### config.mk
export PLATFORM = sky130hd
export DESIGN_NAME = ct_mat_cmplt_arb
export DESIGN_NICKNAME = d
export VERILOG_FILES = /design/src/rtl/ct_mat_pkg.sv /design/src/rtl/ct_mat_cmplt_fifo.sv /design/src/rtl/ct_mat_cmplt_arb.sv
export SDC_FILE = /design/constraint.sdc
export NUM_CORES = 1
export LEC_CHECK = 0
export CELL_PAD_IN_SITES_DETAIL_PLACEMENT = 0
export CELL_PAD_IN_SITES_GLOBAL_PLACEMENT = 1
export CORE_MARGIN = 2
export CORE_UTILIZATION = 39
export DETAILED_ROUTE_END_ITERATION = 6
export GPL_TIMING_DRIVEN = 0
export PLACE_DENSITY_LB_ADDON = 0.1
export SLEW_MARGIN = 10
export SYNTH_ARGS = -nofsm -noshare
export SYNTH_HDL_FRONTEND = slang
export SYNTH_SLANG_ARGS = --single-unit
### constraint.sdc
create_clock -name forever_cpuclk -period 2.2 [get_ports forever_cpuclk]
set_input_delay 0.33 -clock forever_cpuclk [delete_from_list [all_inputs] [get_ports forever_cpuclk]]
set_output_delay 0.33 -clock forever_cpuclk [all_outputs]
set_load 0.1 [all_outputs]
### src/rtl/ct_mat_pkg.sv
// Shared types and constants for the matrix completion path.
// Source ids double as round-robin pointer values.
package ct_mat_pkg;

  localparam int MAT_IID_W = 7;
  localparam int MAT_CMPLT_SRC_NUM = 3;

  typedef enum logic [1:0] {
    MAT_SRC_CFG = 2'd0,
    MAT_SRC_ALU = 2'd1,
    MAT_SRC_LSU = 2'd2
  } mat_cmplt_src_e;

endpackage

### src/rtl/ct_mat_cmplt_fifo.sv
// Per-source completion FIFO with conservative credit ready.
// A push while not ready is dropped; flush empties it next cycle.
module ct_mat_cmplt_fifo #(
  parameter int DEPTH = 2,
  parameter int IID_W = 7
) (
  input  logic                       clk,
  input  logic                       rst_n,
  input  logic                       stor_en,
  input  logic                       push,
  input  logic                       pop,
  input  logic                       flush,
  input  logic [IID_W-1:0]           din,
  output logic [IID_W-1:0]           head,
  output logic [$clog2(DEPTH):0]     count,
  output logic                       rdy,
  output logic                       empty
);

  localparam int PW = $clog2(DEPTH);
  localparam int CW = PW + 1;

  logic [IID_W-1:0] mem [DEPTH];
  logic [PW-1:0]    wptr;
  logic [PW-1:0]    rptr;
  logic [CW-1:0]    cnt;
  logic             push_ok;
  logic             pop_ok;

  assign rdy     = cnt < CW'(DEPTH);
  assign empty   = cnt == '0;
  assign count   = cnt;
  assign head    = mem[rptr];
  assign push_ok = push & rdy & ~flush;
  assign pop_ok  = pop & ~empty & ~flush;

  // Pointers and occupancy, cleared by flush.
  always_ff @(posedge clk or negedge rst_n) begin
    if (!rst_n) begin
      wptr <= '0;
      rptr <= '0;
      cnt  <= '0;
    end else if (flush) begin
      wptr <= '0;
      rptr <= '0;
      cnt  <= '0;
    end else begin
      if (push_ok)
        wptr <= wptr + PW'(1);
      if (pop_ok)
        rptr <= rptr + PW'(1);
      cnt <= cnt + CW'(push_ok) - CW'(pop_ok);
    end
  end

  // Entry storage, written only while the storage enable is on.
  always_ff @(posedge clk or negedge rst_n) begin
    if (!rst_n) begin
      for (int i = 0; i < DEPTH; i++)
        mem[i] <= '0;
    end else if (push_ok && stor_en) begin
      mem[wptr] <= din;
    end
  end

endmodule

### src/rtl/ct_mat_cmplt_arb.sv
// Round-robin completion arbiter for cfg/alu/lsu onto pipe8.
// CT_MAT_CMPLT_BYPASS_EN lets an empty source complete same-cycle.
module ct_mat_cmplt_arb
  import ct_mat_pkg::*;
#(
  parameter int DEPTH = 2,
  parameter int IID_W = MAT_IID_W
) (
  input  logic             forever_cpuclk,
  input  logic             cpurst_b,
  input  logic             cp0_mat_icg_en,
  input  logic             cp0_yy_clk_en,
  input  logic             pad_yy_icg_scan_en,
  input  logic             rtu_yy_xx_flush,
  input  logic             mat_cfg_cbus_ex1_pipe8_sel,
  input  logic [IID_W-1:0] mat_cfg_cbus_ex1_pipe8_iid,
  input  logic             mat_alu_cbus_ex1_pipe8_sel,
  input  logic [IID_W-1:0] mat_alu_cbus_ex1_pipe8_iid,
  input  logic             mat_lsu_cbus_ex1_pipe8_sel,
  input  logic [IID_W-1:0] mat_lsu_cbus_ex1_pipe8_iid,
  output logic             mat_cmplt_cfg_rdy,
  output logic             mat_cmplt_alu_rdy,
  output logic             mat_cmplt_lsu_rdy,
  output logic             mat_rtu_pipe8_cmplt,
  output logic [IID_W-1:0] mat_rtu_pipe8_iid,
  output logic             mat_cmplt_idle
);

  localparam int N  = MAT_CMPLT_SRC_NUM;
  localparam int CW = $clog2(DEPTH) + 1;

  logic [N-1:0]     sel;
  logic [N-1:0]     push;
  logic [N-1:0]     pop;
  logic [N-1:0]     rdy;
  logic [N-1:0]     empty;
  logic [N-1:0]     byp;
  logic [N-1:0]     req;
  logic [N-1:0]     gnt;
  logic [N-1:0]     busy;
  logic [IID_W-1:0] din  [N];
  logic [IID_W-1:0] head [N];
  logic [CW-1:0]    cnt  [N];
  logic             flush;
  logic             stor_en;
  mat_cmplt_src_e   rr;
  mat_cmplt_src_e   rr_nxt;

  assign flush  = rtu_yy_xx_flush;
  assign sel    = {mat_lsu_cbus_ex1_pipe8_sel,
                   mat_alu_cbus_ex1_pipe8_sel,
                   mat_cfg_cbus_ex1_pipe8_sel};
  assign din[0] = mat_cfg_cbus_ex1_pipe8_iid;
  assign din[1] = mat_alu_cbus_ex1_pipe8_iid;
  assign din[2] = mat_lsu_cbus_ex1_pipe8_iid;

  for (genvar i = 0; i < N; i++) begin : g_busy
    assign busy[i] = cnt[i] != '0;
  end

  assign stor_en = pad_yy_icg_scan_en
                 | (cp0_yy_clk_en
                    & (cp0_mat_icg_en | (|sel) | (|busy)));

`ifdef CT_MAT_CMPLT_BYPASS_EN
  assign byp = sel & empty & {N{~flush}};
`else
  assign byp = '0;
`endif

  assign req  = (~empty | byp) & {N{~flush}};
  assign pop  = gnt & ~empty;
  assign push = sel & {N{~flush}} & ~(gnt & byp);

  for (genvar i = 0; i < N; i++) begin : g_fifo
    ct_mat_cmplt_fifo #(
      .DEPTH (DEPTH),
      .IID_W (IID_W)
    ) u_fifo (
      .clk     (forever_cpuclk),
      .rst_n   (cpurst_b),
      .stor_en (stor_en),
      .push    (push[i]),
      .pop     (pop[i]),
      .flush   (flush),
      .din     (din[i]),
      .head    (head[i]),
      .count   (cnt[i]),
      .rdy     (rdy[i]),
      .empty   (empty[i])
    );
  end

  // Grant the first requester searching from rr upward.
  always_comb begin
    gnt = '0;
    unique case (rr)
      MAT_SRC_CFG: begin
        if (req[0])      gnt = 3'b001;
        else if (req[1]) gnt = 3'b010;
        else if (req[2]) gnt = 3'b100;
      end
      MAT_SRC_ALU: begin
        if (req[1])      gnt = 3'b010;
        else if (req[2]) gnt = 3'b100;
        else if (req[0]) gnt = 3'b001;
      end
      MAT_SRC_LSU: begin
        if (req[2])      gnt = 3'b100;
        else if (req[0]) gnt = 3'b001;
        else if (req[1]) gnt = 3'b010;
      end
      default: gnt = '0;
    endcase
  end

  // Pointer moves past the granted source; flush restarts at cfg.
  always_comb begin
    rr_nxt = rr;
    if (flush)
      rr_nxt = MAT_SRC_CFG;
    else
      unique case (1'b1)
        gnt[0]:  rr_nxt = MAT_SRC_ALU;
        gnt[1]:  rr_nxt = MAT_SRC_LSU;
        gnt[2]:  rr_nxt = MAT_SRC_CFG;
        default: rr_nxt = rr;
      endcase
  end

  // Round-robin pointer register.
  always_ff @(posedge forever_cpuclk or negedge cpurst_b) begin
    if (!cpurst_b)
      rr <= MAT_SRC_CFG;
    else
      rr <= rr_nxt;
  end

  // Retire the granted head, or the bypassed input IID.
  always_comb begin
    mat_rtu_pipe8_iid = '0;
    unique case (1'b1)
      gnt[0]:  mat_rtu_pipe8_iid = byp[0] ? din[0] : head[0];
      gnt[1]:  mat_rtu_pipe8_iid = byp[1] ? din[1] : head[1];
      gnt[2]:  mat_rtu_pipe8_iid = byp[2] ? din[2] : head[2];
      default: mat_rtu_pipe8_iid = '0;
    endcase
  end

  assign mat_rtu_pipe8_cmplt = |gnt;
  assign mat_cmplt_cfg_rdy   = rdy[0];
  assign mat_cmplt_alu_rdy   = rdy[1];
  assign mat_cmplt_lsu_rdy   = rdy[2];
  assign mat_cmplt_idle      = &empty;

endmodule

== Word level (Yosys, flattened, before mapping) ==
Index checks and enable logic that the tools add are counted.

* Output and inout bits: 12
* Bits of input ports: 30
* Flip-flop bits (word level): 56
* Logic and storage cells: 142

* Equal/unequal tests: 2
* Magnitude comparators: 12
* Add/sub/neg operators: 12
* Reductions and logical operators: 24
* Bitwise logic cells: 30
* Muxes and demuxes: 46

{| class="wikitable"
|+ Operators by type and width
! kind !! count
|-
| two-way mux 7 bit || 12
|-
| bitwise mux 14 bit || 3
|-
| demux 7 bit (select 1 bit) || 3
|-
| case mux 7 bit (3 select lines) || 1
|-
| two-way mux 3 bit || 6
|-
| nonzero test 2 bit || 9
|-
| bitwise AND 1 bit || 13
|-
| two-way mux 1 bit || 13
|-
| >= comparator 2 bit, second input constant || 6
|-
| two-way mux 2 bit || 6
|-
| inverter 1 -> 2 bit || 6
|-
| bitwise AND 3 bit || 3
|-
| case mux 3 bit (3 select lines) || 1
|-
| OR reduction 3 bit || 3
|-
| logical NOT 2 bit || 4
|-
| adder 1 bit, second input constant || 6
|-
| adder 2 x 1 -> 2 bit || 3
|-
| logical AND 1 bit || 6
|-
| < comparator 2 x 1 -> 1 bit, second input constant || 3
|-
| < comparator 2 bit, second input constant || 3
|-
| case mux 2 bit (3 select lines) || 1
|-
| subtractor 2 x 1 -> 2 bit || 3
|-
| inverter 1 bit || 4
|-
| nonzero test 4 bit || 1
|-
| 5 further kinds || 7
|}

== Logic depth before layout (Yosys ltp) ==
Gate-level depths: netlist of run 1.

* Depth in word-level cells: 12
* Gate-level depth with buffers: 12
* Gate-level depth less buffers: 10

== Hierarchy ==
Synthesis of run 1 repeated with hierarchy kept, for this count alone.

* Cells, all modules: 238
* Area, all modules: 3,031.7 µm²

{| class="wikitable"
|+ Modules (own cells, without submodules)
! module !! cells each !! sequential area each (µm²) !! area each (µm²) !! instances
|-
| ct_mat_cmplt_fifo || 61 || 450.4 || 867.1 || 3
|-
| ct_mat_cmplt_arb || 55 || 50.0 || 430.4 || 1
|}

== Worst setup path after synthesis of run 1 ==
No wires, ideal clock.

* Kind: flip-flop to output port
* Start point: reg g_fifo[1].u_fifo.cnt[1]
* End point: out mat_rtu_pipe8_iid[0]
* Buffers on the path: 1
* Data required time: 1.870 ns
* Arrival time: 3.846 ns
* Path slack: -1.976 ns
* Cell stages (with the launch flop): 6
* Cell sequence: dfrtp_1 > inv_1 > a31oi_1 > or3_1 > buf_2 > o21ai_0

* Longest elaborated chain between the ends: 8
* Elaborated cells between the ends (all ways): 11
* Those cells by class: mux (8); bitwise (2); reduce/logical (1)

{| class="wikitable"
|+ Ends and longest elaborated chain
! element !! line !! source
|-
| start: declaration || ct_mat_cmplt_fifo.sv:26 || <nowiki>logic [CW-1:0] cnt;</nowiki>
|-
| start signal: assignment || ct_mat_cmplt_fifo.sv:52 || <nowiki>cnt <= cnt + CW'(push_ok) - CW'(pop_ok);</nowiki>
|-
| logical NOT 2 bit * || ct_mat_cmplt_fifo.sv:31 || <nowiki>assign empty = cnt == '0;</nowiki>
|-
| inverter 3 bit * || ct_mat_cmplt_arb.sv:71 || <nowiki>assign req = (~empty | byp) & {N{~flush}};</nowiki>
|-
| bitwise AND 3 bit * || ct_mat_cmplt_arb.sv:71 ||
|-
| two-way mux 2 bit || ct_mat_cmplt_arb.sv:111 || <nowiki>else if (req[1]) gnt = 3'b010;</nowiki>
|-
| two-way mux 2 bit || ct_mat_cmplt_arb.sv:110 || <nowiki>else if (req[0]) gnt = 3'b001;</nowiki>
|-
| two-way mux 3 bit || ct_mat_cmplt_arb.sv:109 || <nowiki>if (req[2]) gnt = 3'b100;</nowiki>
|-
| case mux 3 bit (3 select lines) * || ct_mat_cmplt_arb.sv:97 || <nowiki>unique case (rr)</nowiki>
|-
| case mux 7 bit (3 select lines) * || ct_mat_cmplt_arb.sv:142 || <nowiki>unique case (1'b1)</nowiki>
|-
| end: declaration || ct_mat_cmplt_arb.sv:25 || <nowiki>output logic [IID_W-1:0] mat_rtu_pipe8_iid,</nowiki>
|}

Mark *: on every way between the ends. The rest lies on a longest branch, timed or not.

== Final worst setup path of run 1 ==
* Start point: reg g_fifo[0].u_fifo.cnt[1]
* End point: out mat_rtu_pipe8_iid[0]

* Longest elaborated chain between the ends: 8
* Elaborated cells between the ends (all ways): 11
* Those cells by class: mux (8); bitwise (2); reduce/logical (1)

{| class="wikitable"
|+ Ends and longest elaborated chain
! element !! line !! source
|-
| start: declaration || ct_mat_cmplt_fifo.sv:26 ||
|-
| start signal: assignment || ct_mat_cmplt_fifo.sv:52 ||
|-
| logical NOT 2 bit * || ct_mat_cmplt_fifo.sv:31 ||
|-
| inverter 3 bit * || ct_mat_cmplt_arb.sv:71 ||
|-
| bitwise AND 3 bit * || ct_mat_cmplt_arb.sv:71 ||
|-
| two-way mux 1 bit || ct_mat_cmplt_arb.sv:106 || <nowiki>else if (req[0]) gnt = 3'b001;</nowiki>
|-
| two-way mux 3 bit || ct_mat_cmplt_arb.sv:105 || <nowiki>else if (req[2]) gnt = 3'b100;</nowiki>
|-
| two-way mux 3 bit || ct_mat_cmplt_arb.sv:104 || <nowiki>if (req[1]) gnt = 3'b010;</nowiki>
|-
| case mux 3 bit (3 select lines) * || ct_mat_cmplt_arb.sv:97 ||
|-
| case mux 7 bit (3 select lines) * || ct_mat_cmplt_arb.sv:142 ||
|}

Marks and branches as above.

==> results of run 1 <==
-- final cells by class --
| cell class | instances | area, µm² | share of cell area, % |
|---|---|---|---|
| multi-input combinational | 144 | 1460 | 38.7 |
| sequential | 56 | 1410 | 37.3 |
| timing repair buffer | 53 | 574 | 15.2 |
| tap | 96 | 120 | 3.18 |
| clock buffer | 6 | 82.6 | 2.19 |
| inverter | 14 | 63.8 | 1.69 |
| buffer | 7 | 53.8 | 1.43 |
| clock inverter | 2 | 10.0 | 0.265 |
-- cell usage after synthesis (3+ instances only) --
master     n
dfrtp_1   56
mux2_2    39
mux2i_1   22
inv_1     14
nor2_1    11
o21ai_0   10
o32a_1     7
xnor2_1    7
ha_1       6
nor2b_1    6
and2_1     4
clkbuf_1   4
buf_1      3
mux2_1     3
nand2_1    3
nand3_2    3
or3_1      3
-- through the flow --
step	setup slack, ns	setup TNS [ns]	utilization, %	power, mW
3_3_place_gp	-1.27	-75.37	50.5	4.87
5_1_grt	-0.192	-1.51	54.9	6.32
6_report	-0.0779	-0.464	54.9	5.95
4_1_cts	-0.0856	-0.530	54.2	5.90
2_1_floorplan	-0.157	-0.918	-	4.24
3_5_place_dp	-1.23	-16.68	50.5	4.91
-- where the power goes --
group | leakage (nW) | switching (mW) | internal (mW) | total, mW
sequential | 0.680 | 0.348 | 1.51 | 1.86
combinational | 0.841 | 1.98 | 1.53 | 3.51
clock | 0.0510 | 0.327 | 0.252 | 0.580
total | 1.57 | 2.66 | 3.29 | 5.95
-- routing by layer --
metal | part of all wire (%) | track usage [%] | vias up
met4 | 0.92 | 3.72 | 0
met3 | 3.9 | 3.26 | 6
li1 | - | - | 914
met5 | 0 | 0 | -
met2 | 47 | 27.7 | 38
met1 | 48 | 22.5 | 958
-- final timing paths --
path	start	to	slack (ns)	cells past startpoint
setup / recovery	g_fifo[0].u_fifo.count[1]	mat_rtu_pipe8_iid[0]	-0.08	6
max in group asynchronous	cpurst_b	g_fifo[2].u_fifo.count[1]	1.61	1
min in group forever_cpuclk	rtu_yy_xx_flush	g_fifo[2].u_fifo.count[0]	0.43	2
hold / removal	cpurst_b	g_fifo[1].u_fifo.wptr	0.06	1
hold reg to reg	g_fifo[1].u_fifo.mem[6]	g_fifo[1].u_fifo.mem[6]	0.51	1
setup reg to reg	g_fifo[0].u_fifo.count[1]	g_fifo[2].u_fifo.count[1]	0.07	11
-- cell families after synthesis --
logic type	Yosys count	synth area share, %
fa+ha+maj	6	2.68
flops	56	50.0
mux	64	24.7
compound gates	28	7.98
simple gates	36	8.52
buf+inv	24	3.34
xor+xnor	9	2.81
-- repair_timing --
item	4_1_cts	5_1_grt
resized for setup	90	9
endpoints found under the setup margin	18	10
buffers inserted	9	3
pin swaps	10	2
gates cloned	1	0
-- sequential cells by signal, summed over array words and instances, names as in the netlist --
signal,flops
g_fifo.u_fifo.count,6
g_fifo.u_fifo.wptr,3
rr,2
g_fifo.u_fifo.rptr,3
g_fifo.u_fifo.mem,42
-- worst max-delay path, delay by kind of cell, from the launching register on --
kind | cells | cell delay [ns]
AO/OA/AOI/OAI | 3 | 0.49
flip-flops | 1 | 0.44
buffers and inverters | 2 | 0.36
AND/OR/NAND/NOR | 1 | 0.35
==> summary.md, run 1 <==
| Metric | Value |
|---|---|
| Status | `finished with violations` |
| Failing checks | `setup timing` |
| Num CTS Buffers | `5` |
| Critical Path RT | `1.87 ns` |
| Initial antenna violation count | `0` |
| Clk_lat worst skew | `0.30 ns` |
| Most frequent cells in the layout | `51 x dfrtp_1, 39 x mux2_2, 27 x clkdlybuf4s50_1` |
| Yosys reg bits | `56` |
| Finished Layout Cells | `around 380` |
| Slew @ Worst Pin | `0.951 ns` |
| Final clock skew | `0.00634 ns` |
| Post-synth top area cell | `dfrtp_1` |
| GRT Total Usage | `16.6%` |
| Port Buffers | `41` |
| Dpl hpwl | `4170 µm` |
| Tmin final | `roughly 2.3 ns` |
| Mean routed wirelength per cell | `15.9 µm` |
| Post-DP Area | `0.00347 mm²` |
| Synth top area share | `roughly 50%` |
| Grt ovf | `0` |
| Vias in the first global route | `between 2000 and 2500` |
| Die height | `around 89 µm` |
| Layout fillers | `635` |
| CP peak stage delay | `between 0.4 and 0.5 ns` |
| CORE AREA | `0.00687 mm²` |
| # DRC | `0` |
| Die width | `roughly 89 µm` |
| Final setup fails | `7` |
| Main synth FF type | `dfrtp_1` |
| TritonCTS clock tree | `built` |
| Cts hold-fix bufs | `0` |
| Initial Util | `40.8%` |
| Critical Path, Cell by Cell | `o21bai_1 -> a31oi_1 -> or3_4 -> buf_12 -> o21ai_4 -> buf_12` |
| CTS max path bufs | `2` |
| Final WS setup | `-0.0779 ns` |
| Final hold slack | `0.0641 ns` |
| Post-route cell area | `approximately 0.0038 mm²` |
| Power Density | `1580 mW/mm²` |
| Drt pass-1 iters | `4` |
| Clock-pin slew on the worst setup and hold paths | `0.10 ns` |
| Maximum clock rate | `439 MHz` |
| Leak | `around 1.6 nW` |
| Largest net degree at the start of global routing | `57` |
| Clock sinks | `between 50 and 60` |
| Via count | `approximately 1900` |
| CP Class | `reg -> out` |
| Fin nets | `between 300 and 400` |
| First-pass GRT wire length | `10000 µm` |
| Startpoint types | `flip-flop` |
| VDD IR-drop max | `0.834 mV` |
| Final Max Slew Viols | `0` |
| Arr. time, crit path | `1.95 ns` |
| Max-cap viol count | `0` |
| Via density | `5.07` |
| CP Max Fanout | `9` |
| Share of layout cells above drive strength 1 | `37.2%` |
| Synth Instances | `223` |
| H-tree depth | `2` |
| Relative slew slack | `36.8%` |
| ANT cells | `0` |
| Net Count, Synth | `259` |
| Commonest non-fill, non-tap cell in the layout | `dfrtp_1` |
| Syn Area/Cell | `12.6 µm²` |
| Root buf cell | `clkbuf_8` |
| Number of synthesized flops with an enable pin | `0` |
| Unique masters post-synth | `35` |
| RSZ-0062 raised after global routing | `yes` |
| Cell Rows | `30` |
| Crit end category | `output port` |
| DRT antenna net count | `0` |
| Final hold vios | `0` |
| Main area contributors after synthesis | `dfrtp_1 50%, mux2_2 16%, mux2i_1 7.9%` |
| Initial detailed-routing violation count | `40` |
| GP Congestion | `0.742` |
| Synthesis-to-layout area growth | `34.5%` |
| Sequential share of the synthesized area | `50.0%` |
| Post-route clock period utilization | `104%` |
| Dpl cells | `360` |
| Ys async rst share | `100%` |
| CP most frequent cell | `buf_12` |
| Worst min path class | `in -> async` |
| Post-Syn Area | `0.00281 mm²` |
| Slowest CP cell | `dfrtp_2` |
| YS warnings | `0` |
| Die ar. | `approximately 0.0079 mm²` |
| Io pins | `42` |
| Routed Wire Length | `5990 µm` |
Note: power is estimated with default switching activity, not from simulation.
==> inputs of run 2 (changes only) <==
Settings changed: CAP_MARGIN set to 40, CORE_UTILIZATION 39 to 40, SYNTH_HIERARCHICAL set to 1, TNS_END_PERCENT set to 1.
==> summary.md, run 2 <==
| Metric | Value |
|---|---|
| Status | `finished with violations` |
| Failing checks | `setup timing` |
| Grt ovf | `0` |
| Multi-input logic area | `0.00162 mm²` |
| Worst min path class | `in -> async` |
| Dpl hpwl | `4420 µm` |
| Synth top area share | `46.2%` |
| H-tree depth | `2` |
| Share of layout cells above drive strength 1 | `48.9%` |
| Largest net degree at the start of global routing | `57` |
| Yosys reg bits | `56` |
| Synth cell count leaders | `56 x dfrtp_1, 42 x mux2_2, 21 x mux2_4` |
| RSZ-0062 raised after global routing | `yes` |
| Ys async rst share | `100%` |
| Startpoint types | `flip-flop` |
| GRT Total Usage | `17.0%` |
| Die width | `91.1 µm` |
| Register area | `0.00141 mm²` |
| Post-synth top area cell | `dfrtp_1` |
| Crit path from | `g_fifo[1].u_fifo/count[1]` |
| Final setup fails | `10` |
| Initial Util | `around two fifths` |
| Top reg by flops | `g_fifo.u_fifo/mem` |
| Most frequent cells in the layout | `52 x dfrtp_1, 42 x mux2_2, 30 x clkdlybuf4s50_1` |
| Number of flip-flops under the largest register name | `42` |
| Post-Syn Area | `roughly 0.0030 mm²` |
| Tmin final | `2.45 ns` |
| Net Count, Synth | `274` |
| Main area contributors after synthesis | `dfrtp_1 46%, mux2_2 16%, mux2_4 10%` |
| Clock sinks | `56` |
| Num CTS Buffers | `5` |
| Slew @ Worst Pin | `approximately 0.72 ns` |
| Vias in the first global route | `approximately 2100` |
| Most instantiated library cell after synthesis | `dfrtp_1` |
| CP Class | `reg -> out` |
| Max-cap viol count | `0` |
| Die ar. | `about 0.0083 mm²` |
| Io pins | `42` |
| Post-route clock period utilization | `111%` |
| Drt pass-1 iters | `4` |
| Initial detailed-routing violation count | `59` |
| Post-DP Area | `0.00377 mm²` |
| Register-to-Register Path Depth | `13` |
| Final Power | `2.93 mW` |
| CORE AREA | `0.00729 mm²` |
| Fin nets | `348` |
| Critical Path RT | `1.87 ns` |
| Maximum clock rate | `408 MHz` |
| Number of synthesized flops with an enable pin | `0` |
| CP Max Fanout | `6` |
| Final clock skew | `0.00871 ns` |
| YS warnings | `6` |
| Via count | `2058` |
| Main synth FF type | `dfrtp_1` |
| Port Buffers | `41` |
| Power Density | `711 mW/mm²` |
| Final Max Slew Viols | `0` |
| ANT cells | `0` |
| Routed Wire Length | `6700 µm` |
| Final WS setup | `-0.250 ns` |
| Layout fillers | `679` |
| Syn Area/Cell | `12.7 µm²` |
| Cts hold-fix bufs | `0` |
| Leak | `1.85 nW` |
| Initial antenna violation count | `0` |
| Mean routed wirelength per cell | `16.3 µm` |
| Root buf cell | `clkbuf_8` |
| TritonCTS clock tree | `built` |
| Clk_lat worst skew | `around 0.31 ns` |
| FF-to-FF Start | `g_fifo[1].u_fifo/count[1]` |
| Relative slew slack | `about half` |
| Cell Rows | `31` |
| Unique masters post-synth | `36` |
| Die height | `91.1 µm` |
| GP Congestion | `slightly above 0.7` |
| Via density | `around 5.0` |
| Final hold vios | `0` |
| Synth Instances | `238` |
| Synthesis-to-layout area growth | `35.9%` |
| Placement Setup Slack | `-1.59 ns` |
| Post-route cell area | `0.00412 mm²` |
| Crit end category | `output port` |
| Sequential share of the synthesized area | `46.2%` |
| VDD IR-drop max | `0.298 mV` |
| Arr. time, crit path | `2.12 ns` |
| DRT antenna net count | `0` |
| # DRC | `0` |
| Commonest non-fill, non-tap cell in the layout | `dfrtp_1` |
| Clock-pin slew on the worst setup and hold paths | `0.10 ns` |
| CTS max path bufs | `2` |
| First-pass GRT wire length | `between 10000 and 15000 µm` |
[run 2: worst paths after layout]
kind                                          endpoint  slack, ns
max                               mat_rtu_pipe8_iid[2]      -0.25
min                            g_fifo[2].u_fifo/mem[4]       0.05
max reg2reg                  g_fifo[0].u_fifo/count[1]      -0.22
min reg2reg                    g_fifo[2].u_fifo/mem[5]       0.51
max in group asynchronous    g_fifo[2].u_fifo/count[1]       1.61
min in group forever_cpuclk  g_fifo[0].u_fifo/count[1]       0.37
[run 2: layout make-up]
cell class,count,area share (%)
clock inverter,2,0.395
buffer,6,1.46
tap,99,3.01
timing repair buffer,70,18.7
inverter,14,1.28
multi-input combinational,159,39.3
clock buffer,6,1.76
sequential,56,34.1
[run 2: critical path, stage by stage (launching register included)]
cell,delay [ns]
dfrtp_2,0.47
nor2_4,0.22
a2111oi_4,0.09
buf_6,0.13
buf_6,0.11
buf_6,0.12
buf_6,0.11
a221o_2,0.38
buf_12,0.18
[run 2: where the power goes]
part | total (mW) | internal [mW] | switching [mW]
combinational | 0.982 | 0.545 | 0.437
sequential | 1.37 | 1.25 | 0.118
clock | 0.580 | 0.228 | 0.352
total | 2.93 | 2.02 | 0.906
[run 2: repair_timing]
item                                    4_1_cts  5_1_grt
pin swaps                                    10        8
hold endpoints to repair                      0        0
endpoints found under the setup margin       62       13
gates cloned                                  0        0
gates resized for setup                      38       12
setup buffers                                16        8
[run 2: metal layers]
layer / up-vias / share of wire [%] / wire, µm / global-route usage (%)
met1: 1024 / 49 / 3250 / 24.9
li1: 996 / - / - / -
met5: - / 0 / 0 / 0
met3: 5 / 3.0 / 198 / 2.90
met4: 0 / 0.33 / 22 / 3.03
met2: 33 / 48 / 3230 / 26.7
[run 2: logic make-up after synthesis]
kind of cell	Yosys count	share of synthesized area, %
flops	56	46.2
compound gates	29	8.05
xor+xnor	12	3.47
simple gates	49	9.91
mux	63	26.0
buf+inv	23	3.88
fa+ha+maj	6	2.48
[run 2: metrics by stage]
| stage | cells | setup TNS (ns) | hold WS, ns | utilization [%] |
|---|---|---|---|---|
| CTS | 404 | -1.85 | 0.0945 | 55.0 |
| floorplan | 238 | -0.353 | 0.0344 | - |
| global route | 412 | -2.84 | 0.135 | 56.5 |
| global placement | 378 | -116.15 | 0.482 | 49.2 |
| finish | 412 | -1.70 | 0.0518 | 56.5 |
| detailed placement | 390 | -49.14 | 0.444 | 51.7 |
==> inputs of run 3 (changes only) <==
Settings changed: CORE_ASPECT_RATIO set to 0.5, CORE_UTILIZATION 40 to 35.
Clock period 2.2 ns to 2.53 ns, I/O delays scaled along.
==> summary.md, run 3 (synthesis results as in run 2) <==
| Metric | Value |
|---|---|
| Status | `finished with violations` |
| Failing checks | `setup timing` |
| Grt ovf | `0` |
| Via density | `between 4 and 5` |
| Setup TNS | `-0.0402 ns` |
| Arr. time, crit path | `2.19 ns` |
| Clock sinks | `between 50 and 60` |
| Initial detailed-routing violation count | `64` |
| Initial antenna violation count | `0` |
| Initial Util | `37.0%` |
| # DRC | `0` |
| Num CTS Buffers | `5` |
| DRT antenna net count | `0` |
| Routed Wire Length | `around 6800 µm` |
| GRT Total Usage | `15.7%` |
| Critical Path, Cell by Cell | `buf_4 -> a211o_4 -> a211oi_4 -> a221o_1 -> dlygate4sd2_1 -> buf_12` |
| Via count | `between 2000 and 2500` |
| CORE AREA | `0.00820 mm²` |
| Root buf cell | `clkbuf_16` |
| GP Congestion | `0.711` |
| Post-route clock period utilization | `102%` |
| CP bufs+invs | `3` |
| Synthesis-to-layout area growth | `37.7%` |
| Register-to-Register Path Depth | `13` |
| Final WS setup | `-0.0402 ns` |
| Cell Rows | `23` |
| Number of flip-flops under the largest register name | `42` |
| Final Max Slew Viols | `0` |
| Startpoint types | `flip-flop` |
| Slew @ Worst Pin | `0.736 ns` |
| CP Class | `reg -> out` |
| Top reg by flops | `g_fifo.u_fifo/mem` |
| Critical Path RT | `approximately 2.2 ns` |
| Drt pass-1 iters | `4` |
| ANT cells | `0` |
| CP peak stage delay | `0.44 ns` |
| Power Density | `687 mW/mm²` |
| Die height | `69.8 µm` |
| First-pass GRT wire length | `11300 µm` |
| Die width | `136 µm` |
| Relative slew slack | `between 50% and 60%` |
| Max-cap viol count | `0` |
| Worst min path class | `in -> async` |
| H-tree depth | `2` |
| Final setup fails | `1` |
| Slowest CP cell | `a211o_4` |
| Clk_lat worst skew | `0.30 ns` |
| Layout fillers | `between 700 and 800` |
| Final clock skew | `0.00470 ns` |
| Dpl cells | `around 400` |
| Crit. path cell count | `6` |
| Maximum clock rate | `389 MHz` |
| Cts hold-fix bufs | `0` |
| CP Max Fanout | `10` |
| Final hold vios | `0` |
| Die ar. | `0.00947 mm²` |
| CTS max path bufs | `2` |
| Io pins | `42` |
| Commonest non-fill, non-tap cell in the layout | `dfrtp_1` |
| Vias in the first global route | `2170` |
| Largest net degree at the start of global routing | `57` |
| Dpl hpwl | `4740 µm` |
| VDD IR-drop max | `between 0.3 and 0.4 mV` |
| Share of layout cells above drive strength 1 | `~45%` |
| Leak | `1.85 nW` |
| Tmin final | `around 2.6 ns` |
| Port Buffers | `41` |
| Most frequent cells in the layout | `52 x dfrtp_1, 42 x mux2_2, 32 x clkdlybuf4s50_1` |
| Fin nets | `339` |
| Clock-pin slew on the worst setup and hold paths | `~0.070 ns` |
| Mean routed wirelength per cell | `16.4 µm` |
| Crit end category | `output port` |
| TritonCTS clock tree | `built` |
| RSZ-0062 raised after global routing | `yes` |
| Finished Layout Cells | `416` |
| Family with the most delay on the worst path | `compound AO/OA/AOI/OAI gates` |
-- run 3: cell types whose count changed in the layout (fill, tap and decap cells not counted), sizes merged --
cell	change
clkinv	-1
clkdlybuf4s50	+2
clkbuf	+2
bufinv	+1
buf	-14
clkinvlp	+1
-- run 3: worst paths after layout --
check | startpoint | end | slack [ns]
worst max-delay path | rr[1] | mat_rtu_pipe8_iid[3] | -0.04
worst min-delay path | cpurst_b | g_fifo[1].u_fifo/mem[8] | 0.13
worst max register to register | g_fifo[0].u_fifo/count[0] | g_fifo[1].u_fifo/count[1] | 0.05
worst min register to register | g_fifo[0].u_fifo/mem[5] | g_fifo[0].u_fifo/mem[5] | 0.51
max in group asynchronous | cpurst_b | g_fifo[2].u_fifo/count[1] | 1.85
min in group forever_cpuclk | rtu_yy_xx_flush | g_fifo[1].u_fifo/count[1] | 0.50
-- run 3: per-stage QoR --
step	hold slack (ns)	area, µm²	util [%]	setup slack [ns]	total power [mW]
floorplan	0.0839	3040	-	-0.0119	1.74
global placement	0.481	3590	43.8	-1.78	1.92
detailed placement	0.491	3770	46.0	-1.35	2.00
CTS	0.166	4170	50.8	-0.00404	2.91
global route	0.205	4170	50.9	-0.109	3.02
finish	0.130	4170	50.9	-0.0402	2.87
-- run 3: layer usage --
metal | share of wire [%] | GRT usage, % | vias to the layer above
met5 | 0 | 0 | -
met4 | 0.92 | 4.05 | 0
met3 | 5.5 | 4.31 | 7
met2 | 44 | 23.2 | 34
met1 | 49 | 22.5 | 1033
li1 | - | - | 972
-- run 3: layout make-up --
cell class	instances	area [µm²]	area share, %
clock buffer	5	125	3.00
timing repair buffer	61	669	16.0
multi-input combinational	159	1660	39.9
buffer	6	66.3	1.59
sequential	56	1410	33.7
inverter	14	56.3	1.35
tap	112	140	3.36
clock inverter	3	46.3	1.11
-- run 3: power breakdown --
| part | leakage [nW] | switching (mW) | internal (mW) | total (mW) |
|---|---|---|---|---|
| Sequential | 0.706 | 0.101 | 1.09 | 1.19 |
| Combinational | 1.06 | 0.407 | 0.460 | 0.867 |
| Clock | 0.0804 | 0.340 | 0.471 | 0.812 |
-- run 3: what timing repair did --
action	4_1_cts	5_1_grt
setup buffers	8	1
endpoints found under the hold margin	0	0
gates resized for setup	52	9
cloned	0	0
pin swaps	13	1
setup endpoints to repair	60	9
